<file path="src/rtl/regfile_pc_unit_if.sv">
`default_nettype none
// ============================================================================
//  Module      : regfile_pc_unit_if
//  Description : Bundles the fetch, decode and writeback signals of
//                regfile_pc_unit.
//                master : pipeline side (drives requests, receives pc/rdata)
//                slave  : regfile_pc_unit itself
//                Fetch     : pcread, pcpred, pcenable, next_pc -> pc, redirected
//                Decode    : rfmode, rreg, claim, cfmode, creg -> rdata, rbusy
//                Writeback : wenable, wfmode, wreg, wdata
//  Revision    : 1.0 - initial release
// ============================================================================
interface regfile_pc_unit_if #(
    parameter int XLEN = 32,
    parameter int NREG = 32,
    parameter int NRD  = 3
);
    localparam int AW = $clog2(NREG);

    logic                pcread;
    logic [XLEN-1:0]     pcpred;
    logic                pcenable;
    logic [XLEN-1:0]     next_pc;
    logic [XLEN-1:0]     pc;
    logic                redirected;
    logic [NRD-1:0]      rfmode;
    logic [NRD*AW-1:0]   rreg;
    logic [NRD*XLEN-1:0] rdata;
    logic [NRD-1:0]      rbusy;
    logic                claim;
    logic                cfmode;
    logic [AW-1:0]       creg;
    logic                wenable;
    logic                wfmode;
    logic [AW-1:0]       wreg;
    logic [XLEN-1:0]     wdata;

    modport master (
        output pcread, pcpred, pcenable, next_pc,
        output rfmode, rreg, claim, cfmode, creg,
        output wenable, wfmode, wreg, wdata,
        input  pc, redirected, rdata, rbusy
    );

    modport slave (
        input  pcread, pcpred, pcenable, next_pc,
        input  rfmode, rreg, claim, cfmode, creg,
        input  wenable, wfmode, wreg, wdata,
        output pc, redirected, rdata, rbusy
    );
endinterface
`default_nettype wire

</file>
<file path="src/rtl/regfile_pc_unit.sv">
`default_nettype none
// ============================================================================
//  Module      : regfile_pc_unit
//  Description : Architectural state of the core: PC sequencer with a short
//                fetch history used to drop redirects onto an already-fetched
//                path, plus integer and float register files with NRD
//                registered read ports, one write port, write->read bypass
//                and a per-register busy scoreboard.
//  Ports       : clk  - clock, all state updates on posedge
//                rstn - synchronous active-low reset
//                bus  - regfile_pc_unit_if.slave (fetch/decode/writeback)
//  Revision    : 1.0 - initial release
// ============================================================================
module regfile_pc_unit #(
    parameter int              XLEN     = 32,
    parameter int              NREG     = 32,
    parameter int              NRD      = 3,
    parameter int              HIST     = 2,
    parameter logic [XLEN-1:0] RESET_PC = '0,
    parameter int              BYPASS   = 1
) (
    input  wire logic         clk,
    input  wire logic         rstn,
    regfile_pc_unit_if.slave  bus
);
    localparam int AW = $clog2(NREG);

    // Both files live in one array; the file select is the index MSB, so
    // flat index 0 is integer register 0.
    logic [XLEN-1:0]     pc_q, pc_d;
    logic                redirected_q, redirected_d;
    logic [XLEN-1:0]     hist_q [HIST];
    logic [XLEN-1:0]     hist_d [HIST];
    logic [HIST-1:0]     hist_v_q, hist_v_d;
    logic [2*NREG-1:0]   busy_q, busy_d;
    logic [XLEN-1:0]     rf_q [2*NREG];
    logic [NRD*XLEN-1:0] rdata_q, rdata_d;
    logic [NRD-1:0]      rbusy_q, rbusy_d;

    logic [AW:0]         w_widx;
    logic [AW:0]         w_cidx;
    logic                w_wr_en;
    logic                w_claim_en;
    logic                w_suppress;

    assign w_widx     = {bus.wfmode, bus.wreg};
    assign w_cidx     = {bus.cfmode, bus.creg};
    assign w_wr_en    = rstn && bus.wenable && (w_widx != '0);
    assign w_claim_en = rstn && bus.claim && (w_cidx != '0);
    // Only a valid oldest entry can filter; an empty history never matches.
    assign w_suppress = hist_v_q[HIST-1] && (hist_q[HIST-1] == bus.next_pc);

    // PC sequencer: redirect beats sequential advance beats hold.
    always_comb begin
        pc_d         = pc_q;
        hist_d       = hist_q;
        hist_v_d     = hist_v_q;
        redirected_d = 1'b0;
        if (!rstn) begin
            pc_d     = RESET_PC;
            hist_v_d = '0;
        end else if (bus.pcenable && !w_suppress) begin
            pc_d         = bus.next_pc;
            hist_v_d     = '0;
            redirected_d = 1'b1;
        end else if (bus.pcread) begin
            pc_d        = bus.pcpred + XLEN'(4);
            hist_d[0]   = bus.pcpred;
            hist_v_d[0] = 1'b1;
            for (int k = 1; k < HIST; k++) begin
                hist_d[k]   = hist_q[k-1];
                hist_v_d[k] = hist_v_q[k-1];
            end
        end
    end

    // Scoreboard: a write clears busy, a claim in the same cycle sets it again.
    always_comb begin
        busy_d = busy_q;
        if (!rstn) begin
            busy_d = '0;
        end else begin
            if (w_wr_en)    busy_d[w_widx] = 1'b0;
            if (w_claim_en) busy_d[w_cidx] = 1'b1;
        end
    end

    // Read ports: bypassed ports see this cycle's write data and busy update.
    always_comb begin
        logic [AW:0] idx;
        idx     = '0;
        rdata_d = '0;
        rbusy_d = '0;
        if (rstn) begin
            for (int i = 0; i < NRD; i++) begin
                idx = {bus.rfmode[i], bus.rreg[i*AW +: AW]};
                if (idx != '0) begin
                    if ((BYPASS != 0) && w_wr_en && (w_widx == idx))
                        rdata_d[i*XLEN +: XLEN] = bus.wdata;
                    else
                        rdata_d[i*XLEN +: XLEN] = rf_q[idx];
                    rbusy_d[i] = (BYPASS != 0) ? busy_d[idx] : busy_q[idx];
                end
            end
        end
    end

    always_ff @(posedge clk) begin
        pc_q         <= pc_d;
        redirected_q <= redirected_d;
        hist_q       <= hist_d;
        hist_v_q     <= hist_v_d;
        busy_q       <= busy_d;
        rdata_q      <= rdata_d;
        rbusy_q      <= rbusy_d;
    end

    // Register contents are not reset; integer reg 0 is never stored or read.
    always_ff @(posedge clk) begin
        if (w_wr_en) rf_q[w_widx] <= bus.wdata;
    end

    assign bus.pc         = pc_q;
    assign bus.redirected = redirected_q;
    assign bus.rdata      = rdata_q;
    assign bus.rbusy      = rbusy_q;
endmodule
`default_nettype wire

</file>
<file path="src/flat_wrapper.sv">
// flat-port wrapper written by rule: the top's interface ports become plain ports
module regfile_pc_unit_flat 
#(
    parameter int              XLEN     = 32,
    parameter int              NREG     = 32,
    parameter int              NRD      = 3,
    parameter int              HIST     = 2,
    parameter logic [XLEN-1:0] RESET_PC = '0,
    parameter int              BYPASS   = 1
)
  (clk, rstn, bus_pcread, bus_pcpred, bus_pcenable, bus_next_pc, bus_rfmode, bus_rreg, bus_claim, bus_cfmode, bus_creg, bus_wenable, bus_wfmode, bus_wreg, bus_wdata, bus_pc, bus_redirected, bus_rdata, bus_rbusy);
  regfile_pc_unit_if #(.XLEN(XLEN), .NREG(NREG), .NRD(NRD)) bus_i ();
  input  wire logic clk;
  input  wire logic rstn;
  input wire logic [$bits(bus_i.pcread)-1:0] bus_pcread;
  input wire logic [$bits(bus_i.pcpred)-1:0] bus_pcpred;
  input wire logic [$bits(bus_i.pcenable)-1:0] bus_pcenable;
  input wire logic [$bits(bus_i.next_pc)-1:0] bus_next_pc;
  input wire logic [$bits(bus_i.rfmode)-1:0] bus_rfmode;
  input wire logic [$bits(bus_i.rreg)-1:0] bus_rreg;
  input wire logic [$bits(bus_i.claim)-1:0] bus_claim;
  input wire logic [$bits(bus_i.cfmode)-1:0] bus_cfmode;
  input wire logic [$bits(bus_i.creg)-1:0] bus_creg;
  input wire logic [$bits(bus_i.wenable)-1:0] bus_wenable;
  input wire logic [$bits(bus_i.wfmode)-1:0] bus_wfmode;
  input wire logic [$bits(bus_i.wreg)-1:0] bus_wreg;
  input wire logic [$bits(bus_i.wdata)-1:0] bus_wdata;
  output wire logic [$bits(bus_i.pc)-1:0] bus_pc;
  output wire logic [$bits(bus_i.redirected)-1:0] bus_redirected;
  output wire logic [$bits(bus_i.rdata)-1:0] bus_rdata;
  output wire logic [$bits(bus_i.rbusy)-1:0] bus_rbusy;
  assign bus_i.pcread = bus_pcread;
  assign bus_i.pcpred = bus_pcpred;
  assign bus_i.pcenable = bus_pcenable;
  assign bus_i.next_pc = bus_next_pc;
  assign bus_i.rfmode = bus_rfmode;
  assign bus_i.rreg = bus_rreg;
  assign bus_i.claim = bus_claim;
  assign bus_i.cfmode = bus_cfmode;
  assign bus_i.creg = bus_creg;
  assign bus_i.wenable = bus_wenable;
  assign bus_i.wfmode = bus_wfmode;
  assign bus_i.wreg = bus_wreg;
  assign bus_i.wdata = bus_wdata;
  assign bus_pc = bus_i.pc;
  assign bus_redirected = bus_i.redirected;
  assign bus_rdata = bus_i.rdata;
  assign bus_rbusy = bus_i.rbusy;
  regfile_pc_unit #(.XLEN(XLEN), .NREG(NREG), .NRD(NRD), .HIST(HIST), .RESET_PC(RESET_PC), .BYPASS(BYPASS)) u_core (.clk(clk), .rstn(rstn), .bus(bus_i));
endmodule
</file>
<file path="config.mk">
export PLATFORM = sky130hd
export DESIGN_NAME = regfile_pc_unit_flat
export DESIGN_NICKNAME = d
export VERILOG_FILES = /design/src/rtl/regfile_pc_unit_if.sv /design/src/rtl/regfile_pc_unit.sv /design/src/flat_wrapper.sv
export SDC_FILE = /design/constraint.sdc
export NUM_CORES = 2
export LEC_CHECK = 0
export ABC_CLOCK_PERIOD_IN_PS = 9550
export CORE_MARGIN = 3
export CORE_UTILIZATION = 40
export DETAILED_ROUTE_END_ITERATION = 10
export PLACE_DENSITY = 0.64
export SLEW_MARGIN = 20
export SYNTH_ARGS = -nofsm -noshare
export SYNTH_HDL_FRONTEND = slang
export SYNTH_SLANG_ARGS = --single-unit
</file>
<file path="constraint.sdc">
create_clock -name clk -period 9.55 [get_ports clk]
set_input_delay 1.91 -clock clk [delete_from_list [all_inputs] [get_ports clk]]
set_output_delay 1.91 -clock clk [all_outputs]
set_load 0.02 [all_outputs]
</file>
==> run summary <==
Counting flops with a built-in enable in the synthesized netlist gives 2112. Synthesis produced 6040 cells. In this run the critical register-to-register path is launched from u_core.hist_q[26]$_DFFE_PP_. The area overhead of the layout relative to synthesis works out to 13.7%. After clock tree synthesis, the setup repair step added 0 buffers. Leaving out fill and tap cells, the most frequent cell in the layout is edfxtp_1. Measured against its own limit, the worst slew margin works out to 21.9%.

The number of buffers created by CTS was 269. The detailed-router iteration count before antenna repair came out at 6. The mean area per synthesized cell is 20.2 µm².

The die is 558 µm tall. During I/O placement, the number of pins put on the boundary was 264. For this design, the CTS-stage hold fixing added 0 buffers. Wires add up to 454000 µm. Derived from the worst setup path, the maximum achievable clock frequency is 179 MHz.

The number of instances resized during post-cts repair was 0. The overall die area was 312000 µm². The run gives 24.4 mW as the final total power. The worst IR drop on VDD is 0.000148 V. In this run the power density over the cells is 176 nW/µm².

Port buffering added 263 buffers. The sequential element share of the synthesized area is 55.2%. The tightest min-delay check is of the reg2reg type. The primary flip-flop cell chosen by synthesis mapping was edfxtp_1. The async set or reset register ratio after synthesis was 0%. The congestion estimate from routability-driven global placement came to 0.947. For this run, the post-layout net count is 6387. The hold path startpoint is u_core.hist_q[37]$_DFFE_PP_.

Of the total power, the clock network draws 43.1%. The tools report the half-perimeter wire length after placement as 257000 µm. The tools report the cell area after technology mapping as 122000 µm².

In this run the horizontal extent of the chip is 558 µm. Adding up every negative setup slack in the final design gives 0 ns. The routed layout has 75000 vias.

The share of total power in sequential cells is 46.1%, and the number of warnings issued by yosys is 0. The endpoint class of the critical path was a flip-flop. Row generation in the floorplan step produced 202 rows.

After detailed routing, the number of remaining DRC violations is 0. The number of filler instances in the final layout is 25200, and the detail-routed via count per cell is 7.16. After global routing the overflow that remains totals 0. The H-tree was split into 5 levels.

Across the routed clock network, the largest skew measured is 0.0681 ns. The total area of sequential cells is 67400 µm², and the combined area of the multi-input logic cells is 52600 µm². The logs give 33 for the number of antenna violations at the first check in global routing and 5.93 ns for the internal reg-to-reg setup slack. The type of the worst setup path is in2reg. Measured in cells, the most critical reg-to-reg path has a length of 8. For this block, the initial DRC count from the detailed router was 12500. For the worst-skew pair, the clock arrives at the later sink with an insertion delay of 0.92 ns. The termination of the worst setup path was u_core.bus.rbusy[0]$_SDFF_PN0_. For the via count of the first global-routing pass, the log shows 74400.

For the clock tree buffer depth, the log shows 4. The clock-pin slew reported for the worst setup and hold paths after clock tree synthesis was 0.06 ns. Setup repair after global routing left no endpoint under its margin. The number of setup violations in the final report is 0. Endpoint of the lowest-slack register-to-register path: u_core.hist_q[23]$_DFFE_PP_. For the number of distinct standard cells referenced by the synthesized netlist, the log shows 90. Net switching is 24.4% of the power. The logs give 624000 µm for the wire length of the first global-routing pass and 208000 µm for the length of routed met2 wiring. Internal power comes to 18.5 mW. The post-synthesis register bit count came out at 2310. Counting instances, the worst hold path has a depth of 0. Pin slew with the least headroom to its limit: 1.17 ns. The required time of the worst setup path was 10.30 ns. For the combinational cell fraction of total power, the log shows 10.8%. The cell sitting at the root of the clock tree is a clkbuf_16.

Across the run, the number of max-cap violations was 0. For the final hold violation count, the log shows 0. CTS saw 2310 sinks. The number of pins exceeding their max-slew limit in the final report is 0.

The detailed-route wire length per cell works out to 43.3 µm. The post-route netlist has 42.8% of its cells at a drive strength greater than 1. The tools report the type of origin of the critical path as an input pin. The area of the placeable core is 303000 µm². The critical path starts at bus_wfmode. Routed signal wires occupy layers up through met5. Once the floorplan was initialized, standard cells occupied 40.2% of the core. For the worst setup path, the data arrival time is 6.33 ns. Across every metal layer, demand over resource in global routing totals 29.0%. The analysis attributes to cell leakage a power of 43.1 nW. For the switching power summed over all nets, the log shows 5.96 mW. The residual antenna-violating net count after detailed routing was 0. TritonCTS built the clock tree. The detailed router put a total of 159000 µm of wire on met1. The run finished with clean final reports. The largest fanout on the critical path is 22, and the post-route clock period utilization is 58.5%. Detailed-routed wire length on met3: 60200 µm. The shortest clock period the worst path allows after layout is 5.59 ns. For the maximum number of pins on one net before global-route repair, the log shows 109. In the layout the commonest cells are edfxtp_1 (2112), mux4_2 (2005), clkbuf_16 (275).
kinds of logic (layout without fill, tap and decap cells):
family                   count (synthesis)  in the layout  synth area share [%]
adder cells (fa/ha/maj)                  1              1                0.0103
AND/OR/NAND/NOR                        618            618                  2.51
buffers and inverters                  607           1008                  2.07
flip-flops                            2310           2310                  55.2
multiplexers                          2088           2088                  37.7
other                                    1             54               0.00307
AO/OA/AOI/OAI                          335            335                  1.92
XOR/XNOR                                80             80                 0.574
state kept, by name (all words and copies together) (netlist names):
name and count:
u_core.bus.pc 32, u_core.bus.rbusy 3, u_core.bus.rdata 96, u_core.bus.redirected 1, u_core.busy_q 64, u_core.hist_q 64
u_core.hist_v_q 2, u_core.rf_q 2048
critical path: stages:
cell	delay, ns
clkdlybuf4s50_1	0.92
or4b_1	0.95
nor2_4	0.97
buf_4	0.52
o311a_1	0.21
o32ai_1	0.07
a211o_1	0.32
or4_1	0.42
cells in the mapped netlist, types with 6 or more instances:
cell type | number | share of area, %
buf_1 | 63 | 0.19
and3_1 | 9 | 0.046
nand4bb_1 | 7 | 0.065
a21oi_1 | 53 | 0.22
nand2b_1 | 14 | 0.072
nor4_1 | 11 | 0.056
a211o_1 | 23 | 0.17
and4_1 | 7 | 0.050
dfxtp_1 | 198 | 3.2
nor2b_1 | 10 | 0.051
a211oi_1 | 8 | 0.049
nand2_1 | 183 | 0.56
and2_1 | 33 | 0.17
edfxtp_1 | 2112 | 52
mux4_2 | 2005 | 37
a22oi_1 | 11 | 0.068
a31oi_1 | 10 | 0.051
mux2i_1 | 78 | 0.64
or3_1 | 6 | 0.031
o21ai_0 | 64 | 0.26
nand4_1 | 28 | 0.14
a32oi_1 | 26 | 0.19
nand4b_1 | 6 | 0.043
inv_1 | 44 | 0.14
o21ai_1 | 13 | 0.053
clkbuf_1 | 312 | 0.96
nand3_1 | 52 | 0.21
xnor2_1 | 47 | 0.34
o221ai_1 | 6 | 0.043
o22ai_1 | 23 | 0.12
nor2_1 | 184 | 0.57
a22o_1 | 31 | 0.22
nor3_1 | 27 | 0.11
buf_2 | 179 | 0.73
a221oi_1 | 9 | 0.065
xor2_1 | 33 | 0.24
worst min-delay path by stage:
stage                                  end  slack, ns
6_report        u_core.hist_q[5]$_DFFE_PP_       0.42
3_3_place_gp   u_core.hist_q[14]$_DFFE_PP_       0.40
3_5_place_dp    u_core.hist_q[5]$_DFFE_PP_       0.40
4_1_cts        u_core.hist_q[26]$_DFFE_PP_       0.41
2_1_floorplan   u_core.hist_q[0]$_DFFE_PP_       0.40
5_1_grt         u_core.hist_q[4]$_DFFE_PP_       0.42
stage by stage:
| step | util [%] | hold WS, ns | cells | cell area, µm² | worst slack [ns] |
|---|---|---|---|---|---|
| after floorplan | - | 0.400 | 6071 | 122000 | 3.00 |
| after global placement | 42.8 | 0.400 | 9959 | 130000 | 3.25 |
| after detailed placement | 42.8 | 0.405 | 9960 | 130000 | 3.22 |
| after CTS | 45.7 | 0.413 | 10400 | 139000 | 4.14 |
| after global routing | 45.7 | 0.421 | 10500 | 139000 | 3.97 |
| final | 45.7 | 0.416 | 10500 | 139000 | 3.96 |
power by group through the flow:
stage               logic, mW  registers (mW)  clock network [mW]
floorplan                1.59            11.5                   0
global placement         2.62            11.5                   0
detailed placement       2.62            11.5                   0
CTS                      2.63            11.3                10.6
global route             2.75            11.3                11.0
finish                   2.65            11.3                10.5
area by class of cell:
cell class	count	area share, %
flip-flops and latches	2310	48.6
multi-input cells	3154	38.0
clock buffers	346	5.34
well taps	3978	3.59
repair buffers	470	3.25
clock inverters	143	1.06
inverters	49	0.167
diodes	22	0.0397
routing by layer:
metal  global-route usage, %  vias to the layer above
met3                    8.89                     1084
met4                    14.9                        6
li1                        -                    27400
met5                       0                        -
met1                    38.1                    40400
met2                    43.7                     6076
Power figures use the tool's default switching activity.
